[src/rtl/regfile_scoreboard.sv]
// regfile_scoreboard: register file with optional write-back bypass and per-register busy scoreboard.
module regfile_scoreboard #(
  parameter int WIDTH = 32,
  parameter int NREGS = 32,
  parameter int BYPASS = 1,
  localparam int AW = $clog2(NREGS)
) (
  input  logic             clk,
  input  logic             rst,
  input  logic [AW-1:0]    rs1_addr,
  input  logic [AW-1:0]    rs2_addr,
  output logic [WIDTH-1:0] rs1_data,
  output logic [WIDTH-1:0] rs2_data,
  input  logic             issue_valid,
  input  logic [AW-1:0]    issue_rd,
  input  logic             wb_valid,
  input  logic [AW-1:0]    wb_rd,
  input  logic [WIDTH-1:0] wb_data,
  output logic             hazard,
  output logic [AW:0]      busy_count
);
  logic [WIDTH-1:0] regs_q [NREGS-1:1];
  logic [WIDTH-1:0] regs_d [NREGS-1:1];
  logic [NREGS-1:0] busy_q, busy_d;
  logic [AW:0]      busy_count_q, busy_count_d;
  logic             wb_hit, byp1, byp2;
  // gating with rst keeps the bypass path from leaking wb_data while in reset
  assign wb_hit = rst && wb_valid && wb_rd != '0;
  assign byp1 = BYPASS != 0 && wb_hit && rs1_addr == wb_rd;
  assign byp2 = BYPASS != 0 && wb_hit && rs2_addr == wb_rd;
  assign busy_count = busy_count_q;
  always_comb begin
    rs1_data = rs1_addr == '0 ? '0 : byp1 ? wb_data : regs_q[rs1_addr];
    rs2_data = rs2_addr == '0 ? '0 : byp2 ? wb_data : regs_q[rs2_addr];
    hazard = (rs1_addr != '0 && busy_q[rs1_addr] && !byp1) ||
             (rs2_addr != '0 && busy_q[rs2_addr] && !byp2);
  end
  // clear before set so a same-cycle issue to the write-back target stays busy
  always_comb begin
    regs_d = regs_q;
    busy_d = busy_q;
    if (wb_hit) begin
      regs_d[wb_rd] = wb_data;
      busy_d[wb_rd] = 1'b0;
    end
    if (issue_valid && issue_rd != '0) busy_d[issue_rd] = 1'b1;
    busy_d[0] = 1'b0;
    busy_count_d = '0;
    for (int i = 1; i < NREGS; i++) busy_count_d = busy_count_d + (AW+1)'(busy_d[i]);
  end
  always_ff @(posedge clk or negedge rst) begin
    if (!rst) begin
      for (int i = 1; i < NREGS; i++) regs_q[i] <= '0;
      busy_q <= '0;
      busy_count_q <= '0;
    end else begin
      regs_q <= regs_d;
      busy_q <= busy_d;
      busy_count_q <= busy_count_d;
    end
  end
endmodule

[config.mk]
export PLATFORM = sky130hd
export DESIGN_NAME = regfile_scoreboard
export DESIGN_NICKNAME = d
export VERILOG_FILES = /design/src/rtl/regfile_scoreboard.sv
export SDC_FILE = /design/constraint.sdc
export NUM_CORES = 2
export LEC_CHECK = 0
export CAP_MARGIN = 20
export CORE_UTILIZATION = 63
export DETAILED_ROUTE_END_ITERATION = 7
export GPL_ROUTABILITY_DRIVEN = 0
export PLACE_DENSITY = 0.81
export SLEW_MARGIN = 40
export SYNTH_ARGS = -nofsm -noshare
export SYNTH_HDL_FRONTEND = slang
export SYNTH_SLANG_ARGS = --single-unit
[constraint.sdc]
create_clock -name clk -period 6.1 [get_ports clk]
set_input_delay 1.22 -clock clk [delete_from_list [all_inputs] [get_ports clk]]
set_output_delay 1.22 -clock clk [all_outputs]
set_load 0.005 [all_outputs]
# Yosys cells after proc, flatten, opt, wreduce, memory -nomap -nowiden

Cells that the tools add are included.

Divide/modulo/power cells: 0
Muxes and demuxes: 21
Add/subtract/negate cells: 30
Shifts and indexed selects: 0
Equality and inequality tests: 2
Bitwise gates (word level): 3
Reductions and logical operators: 20
$mul: 0
Order comparisons: 6

Operator list:

| kind               | number |
|---|---|
| $bwmux 992         | 1 |
| $bmux 32 s5        | 2 |
| $mux 32            | 9 |
| $demux 32 s5       | 1 |
| $add 6x1->6        | 25 |
| $and 32x32->32     | 1 |
| $not 32->32        | 1 |
| $or 32x32->32      | 1 |
| $lt 5x6->1 const B | 4 |
| $reduce_bool 5->1  | 4 |
| $logic_and 1x1->1  | 11 |
| $bmux 1 s5         | 2 |
| $demux 1 s5        | 2 |
| $eq 5x5->1         | 2 |
| $ge 5x1->1 const B | 2 |
| $logic_not 5->1    | 2 |
| $add 5x1->6        | 1 |
| $add 4x1->5        | 1 |
| $add 3x1->4        | 1 |
| $mux 1             | 4 |
| $add 2x1->3        | 1 |
| $add 1x1->2        | 1 |
| $logic_not 1->1    | 2 |
| $logic_or 1x1->1   | 1 |

Memory bits (read-only): 0
Bits of input ports: 56
Memories: 0
Bits in registers: 1029
RAM bits: 0
Latch bits: 0
Output and inout port bits: 71
Logic and storage cells: 115

# Depth between registers and ports, before layout

Word-level depth: 39
Mapped depth: 24
Gate-level depth less buffers: 21

# Worst setup path after synthesis

OpenSTA, ideal clock, no wires.

Path kind: input to register
Start point: input wb_rd[1]
End point: register busy_count_q[4], in the netlist busy_count[4]
Arrival time: 6810 ps
Setup slack: -790 ps
Stages on the path: 24
Data required time: 6020 ps
Path through: buf_2 nor2b_1 and2_1 clkbuf_1 nand3_1 buf_2 a32o_1 fa_1 inv_1 fa_1 fa_1 inv_1 fa_1 inv_1 fa_1 fa_1 inv_1 fa_1 inv_1 fa_1 inv_1 a21o_1 a21oi_1 xnor2_1

Elaborated cells between the ends (all ways): 42
Those cells by class: add/sub: 30; order compare: 2; mux: 4; bitwise: 3; reduce/logical: 3

RTL lines:

| element                                                        | RTL line | text |
|---|---|---|
| start: declaration                                             | 17       | `input logic [AW-1:0] wb_rd,` |
| $lt 5x6->1 (implied by the code) or $ge 5x1->1 (tied branches) | 44       | `busy_d[wb_rd] = 1'b0;` |
| $logic_and 1x1->1 (implied by the code)                        | 44       |  |
| $mux 1 (implied by the code)                                   | 44       |  |
| $demux 1 s5                                                    | 44       |  |
| $not 32->32 (no line)                                          | n/a      |  |
| $and 32x32->32 (no line)                                       | n/a      |  |
| $mux 32 (*)                                                    | 42       | `if (wb_hit) begin` |
| $or 32x32->32 (no line)                                        | n/a      |  |
| $mux 32 (*)                                                    | 46       | `if (issue_valid && issue_rd != '0) busy_d[issue_rd] = 1'b1;` |
| via busy_d[18]                                                 | 24       | `logic [NREGS-1:0] busy_q, busy_d;` |
| $add 6x1->6 (*) (14 in series)                                 | 49       | `for (int i = 1; i < NREGS; i++) busy_count_d = busy_count_d + (AW+1)'(busy_d[i]);` |
| via busy_count_d[4]                                            | 25       | `logic [AW:0] busy_count_q, busy_count_d;` |
| end signal: assignment                                         | 59       | `busy_count_q <= busy_count_d;` |
| end: declaration                                               | 25       |  |

The timed path passes the listed nets; every way through them passes the cells marked *.
A chain may end at the register's enable or synchronous reset.

# Worst setup path after layout

Start point: input wb_valid
End point: register busy_count_q[4], in the netlist busy_count[4]

Cells in the longest elaborated chain, start to end: 35

RTL lines:

| element                             | RTL line | text |
|---|---|---|
| start: declaration                  | 16       | `input logic wb_valid,` |
| $logic_and 1x1->1 (*) (2 in series) | 28       | `assign wb_hit = rst && wb_valid && wb_rd != '0;` |
| $mux 32 (*)                         | 42       |  |
| $or 32x32->32 (no line)             | n/a      |  |
| $mux 32 (*)                         | 46       |  |
| $add 1x1->2                         | 49       |  |
| $add 2x1->3                         | 49       |  |
| $add 3x1->4                         | 49       |  |
| $add 4x1->5                         | 49       |  |
| $add 5x1->6                         | 49       |  |
| $add 6x1->6 (24 in series)          | 49       |  |
| $add 6x1->6 (*)                     | 49       |  |
| via busy_count_d[4]                 | 25       |  |

Marks and branches as above.

==> impl_metrics.csv <==
group,metric,value,unit
status,status,"completed",
power_and_ir_drop,vdd_drop_max,1.57,mV
global_routing,gr-usage-met2,61.8,%
critical_path,worst_setup_path_start_kind,"primary input",
timing,whs,0.500,ns
global_routing,grt_pass1_vias,43600,
global_routing,overflow,0,
clock_network,holdBufCountCts,0,
critical_path,endpoint_kind,"flip-flop",
synth,yosys_warnings,0,
route,postRouteAntennaNets,0,
power_and_ir_drop,powerDensity,342,mW/mm²
route,dr_total_vias,42600,
synth,syn_nets,4487,
global_routing,grt_util_all_layers,42.5,%
route,route.detailed.drc,0,
clock_network,h-tree-depth,3,
placed_design,place_hpwl,111000,µm
global_routing,busiest_layer,"met2",
critical_path,crit_slowest_cell,"fa_1",
synth,synth_common_cells,"dfrtp_1, mux2_2, nand2_1",
synth,postSynthCellCount,4401,
critical_path,crit_type,"in2reg",
critical_path,cpLargestDelayFamily,"adder cells",
synth,synthTopCellsByArea,"dfrtp_1, mux2_2, mux4_2",
job,cap_viol_max_count,0,
clock_network,cts_inserted_buffers,108,
critical_path,path_cells,"clkdlybuf4s18_2, and2_4, and3_4, buf_6, buf_4, nand2_4, a22oi_2, fa_1, inv_2, fa_1, fa_1, fa_1, inv_1, fa_1, fa_1, inv_2, fa_2, inv_2, fa_2, inv_1, a21o_1, a21oi_2, xnor2_1",
timing,finalSetupTns,0,ns
route,drtIter0Drc,6191,
timing,setup_violations,0,
synth,synth_top_area_share,45.3,%
critical_path,worst_path_largest_cell_delay,0.52,ns
timing,max-slew-margin-rel,36.4,%
synth,postSynth.asyncResetShare,100,%
critical_path,critical_path_required,6.71,ns
route,dr.pass1.iters,6,
timing,post-route-period-util,98.9,%
timing,hold_viol_final,0,
synth,synth_flop_cell,"dfrtp_1",
global_routing,antenna_found_initial,12,
floorplan,fp.dieW,302,µm
critical_path,crit_top_cell,"fa_1",
finish,drive_gt1_share,39.1,%
hold_path,hold_path.class,"reg2reg",
global_routing,grt_use_met3,14.4,%
timing,period_minus_slack,6.04,ns
synth,ys_ff_latch,1029,
clock_network,cts_tree,"done",
global_routing,grt_max_degree,90,
route,routedWlPerCell,33.3,µm
critical_path,crit_fanout,4,
synth,synth_area,0.0568,mm²
synth,synth_edf_count,0,
clock_network,cts.path.max_buffers,3,
clock_network,clock-sinks,1029,
floorplan,io_pins,127,
critical_path,critPathBufInv,8,
clock_network,clk_pin_slew_worst_paths,0.06,ns
clock_network,clock_latency,0.69,ns
critical_path,cp.arrival,6.65,ns
synth,post-synth-top-count-cell,"dfrtp_1",
floorplan,rows,109,
synth,yosysTopAreaCell,"dfrtp_1",
floorplan,die_h,302,µm
finish,fin_util,72.6,%
synth,avgSynthCellArea,12.9,µm²
finish,nNetsFinal,4573,
floorplan,die-area,0.0913,mm²
route,viasPerCell,7.42,
route,routed_wl,191000,µm
timing,drv_slew,0,
finish,area_growth,13.5,%
global_routing,grt_pass1_wl,282000,µm
synth,ys_seq_area_share,45.3,%
floorplan,coreArea,0.0888,mm²
synth,synth_cell_types,58,
placed_design,port_buffers,126,
timing,skew,0.00726,ns
floorplan,initial_utilization,64.0,%
global_routing,met1_usage,54.7,%
power_and_ir_drop,power_leakage,29.6,nW
timing,worst_slew_pin_slew,0.951,ns
clock_network,root_buffer,"clkbuf_16",
timing,fmax,166,MHz
-- per-stage QoR --
step	power [W]	instances	instance area, µm²	worst slack [ns]
after floorplan	0.0128	4401	57000	-0.382
after global placement	0.0146	5515	60200	-0.901
after detailed placement	0.0149	5523	60400	-0.953
after CTS	0.0219	5729	64300	0.00212
after global routing	0.0229	5738	64400	-0.0506
final	0.0220	5744	64500	0.0642
-- power breakdown --
| part | total [W] | switching (W) | internal (W) | leakage, nW |
|---|---|---|---|---|
| clock | 0.00700 | 0.00284 | 0.00416 | 1.83 |
| sequential | 0.00859 | 0.000759 | 0.00783 | 13.6 |
| combinational | 0.00644 | 0.00299 | 0.00345 | 14.1 |
| total | 0.0220 | 0.00659 | 0.0154 | 29.6 |
-- kinds of logic after synthesis --
group                    share of synthesized area [%]
AO/OA/AOI/OAI                                     6.11
XOR/XNOR                                         0.201
adder cells (fa/ha/maj)                          0.965
buffers and inverters                             4.02
flip-flops                                        45.3
multiplexers                                      37.1
AND/OR/NAND/NOR                                   6.26
-- metal layers --
metal  routed length [µm]  vias to the layer above  part of all wire [%]
met5                  106                        -                 0.055
met2                84100                     3380                    44
met3                26100                      925                    14
li1                     -                    16500                     -
met1                66900                    21800                    35
met4                14200                       16                   7.4
-- sequential cells by signal, indices dropped and copies added (netlist names) --
name / count
busy_count: 6
busy_q: 31
regs_q: 992
-- layout make-up --
class / instances / area, µm²
Antenna cell: 8 / 20.0
Clock buffer: 152 / 3130
Clock inverter: 42 / 619
Fill cell: 5464 / 24300
Inverter: 53 / 199
Multi-Input combinational cell: 2878 / 29200
Sequential cell: 1029 / 25700
Tap cell: 1165 / 1460
Timing Repair Buffer: 417 / 4090
-- worst paths after layout --
| kind | end | cells past startpoint | slack [ns] | from |
|---|---|---|---|---|
| worst min register to register | regs_q[808]$_DFFE_PN0P_ | 2 | 0.50 | regs_q[808]$_DFFE_PN0P_ |
| worst max-delay path | busy_count[4]$_DFF_PN0_ | 23 | 0.06 | wb_valid |
| max in group asynchronous | regs_q[517]$_DFFE_PN0P_ | 7 | 2.74 | rst |
| min in group asynchronous | regs_q[663]$_DFFE_PN0P_ | 2 | 0.64 | rst |
| worst max register to register | busy_count[4]$_DFF_PN0_ | 18 | 0.93 | busy_q[18]$_DFF_PN0_ |
| worst min-delay path | regs_q[808]$_DFFE_PN0P_ | 2 | 0.50 | regs_q[808]$_DFFE_PN0P_ |
-- placed cells by master (no fill, tap or decap), types with 11 or more instances in the layout --
cell / instances
inv_1: 46
clkdlybuf4s50_1: 102
fa_1: 21
o31ai_1: 20
o22ai_1: 43
a32oi_1: 14
o221ai_1: 25
a221oi_1: 22
buf_6: 22
mux2i_1: 164
dfrtp_1: 1029
clkbuf_16: 110
nor2_4: 14
a221o_1: 14
o21ai_0: 104
mux2_2: 810
mux4_2: 403
o2111ai_1: 13
nor2b_1: 25
nor2_1: 24
nand2_1: 666
nand2_2: 11
nand2b_1: 18
mux2_1: 109
clkbuf_1: 19
nand3_1: 21
bufinv_16: 14
buf_4: 227
a21oi_1: 47
clkinv_2: 16
a22oi_1: 64
a211oi_1: 17
a22o_1: 35
nor3_1: 27
clkbuf_8: 27
buf_12: 36
-- timing repair --
action	CTS	global route
buffers inserted	13	6
pin swaps	22	23
endpoints found under the setup margin	5	5
gates resized for setup	33	27
-- worst min-delay path, stage by stage (launching register included) --
cell	delay, ns
dfrtp_1	0.36
nand2_1	0.05
nand2_1	0.06
(Power assumes the default switching activity.)
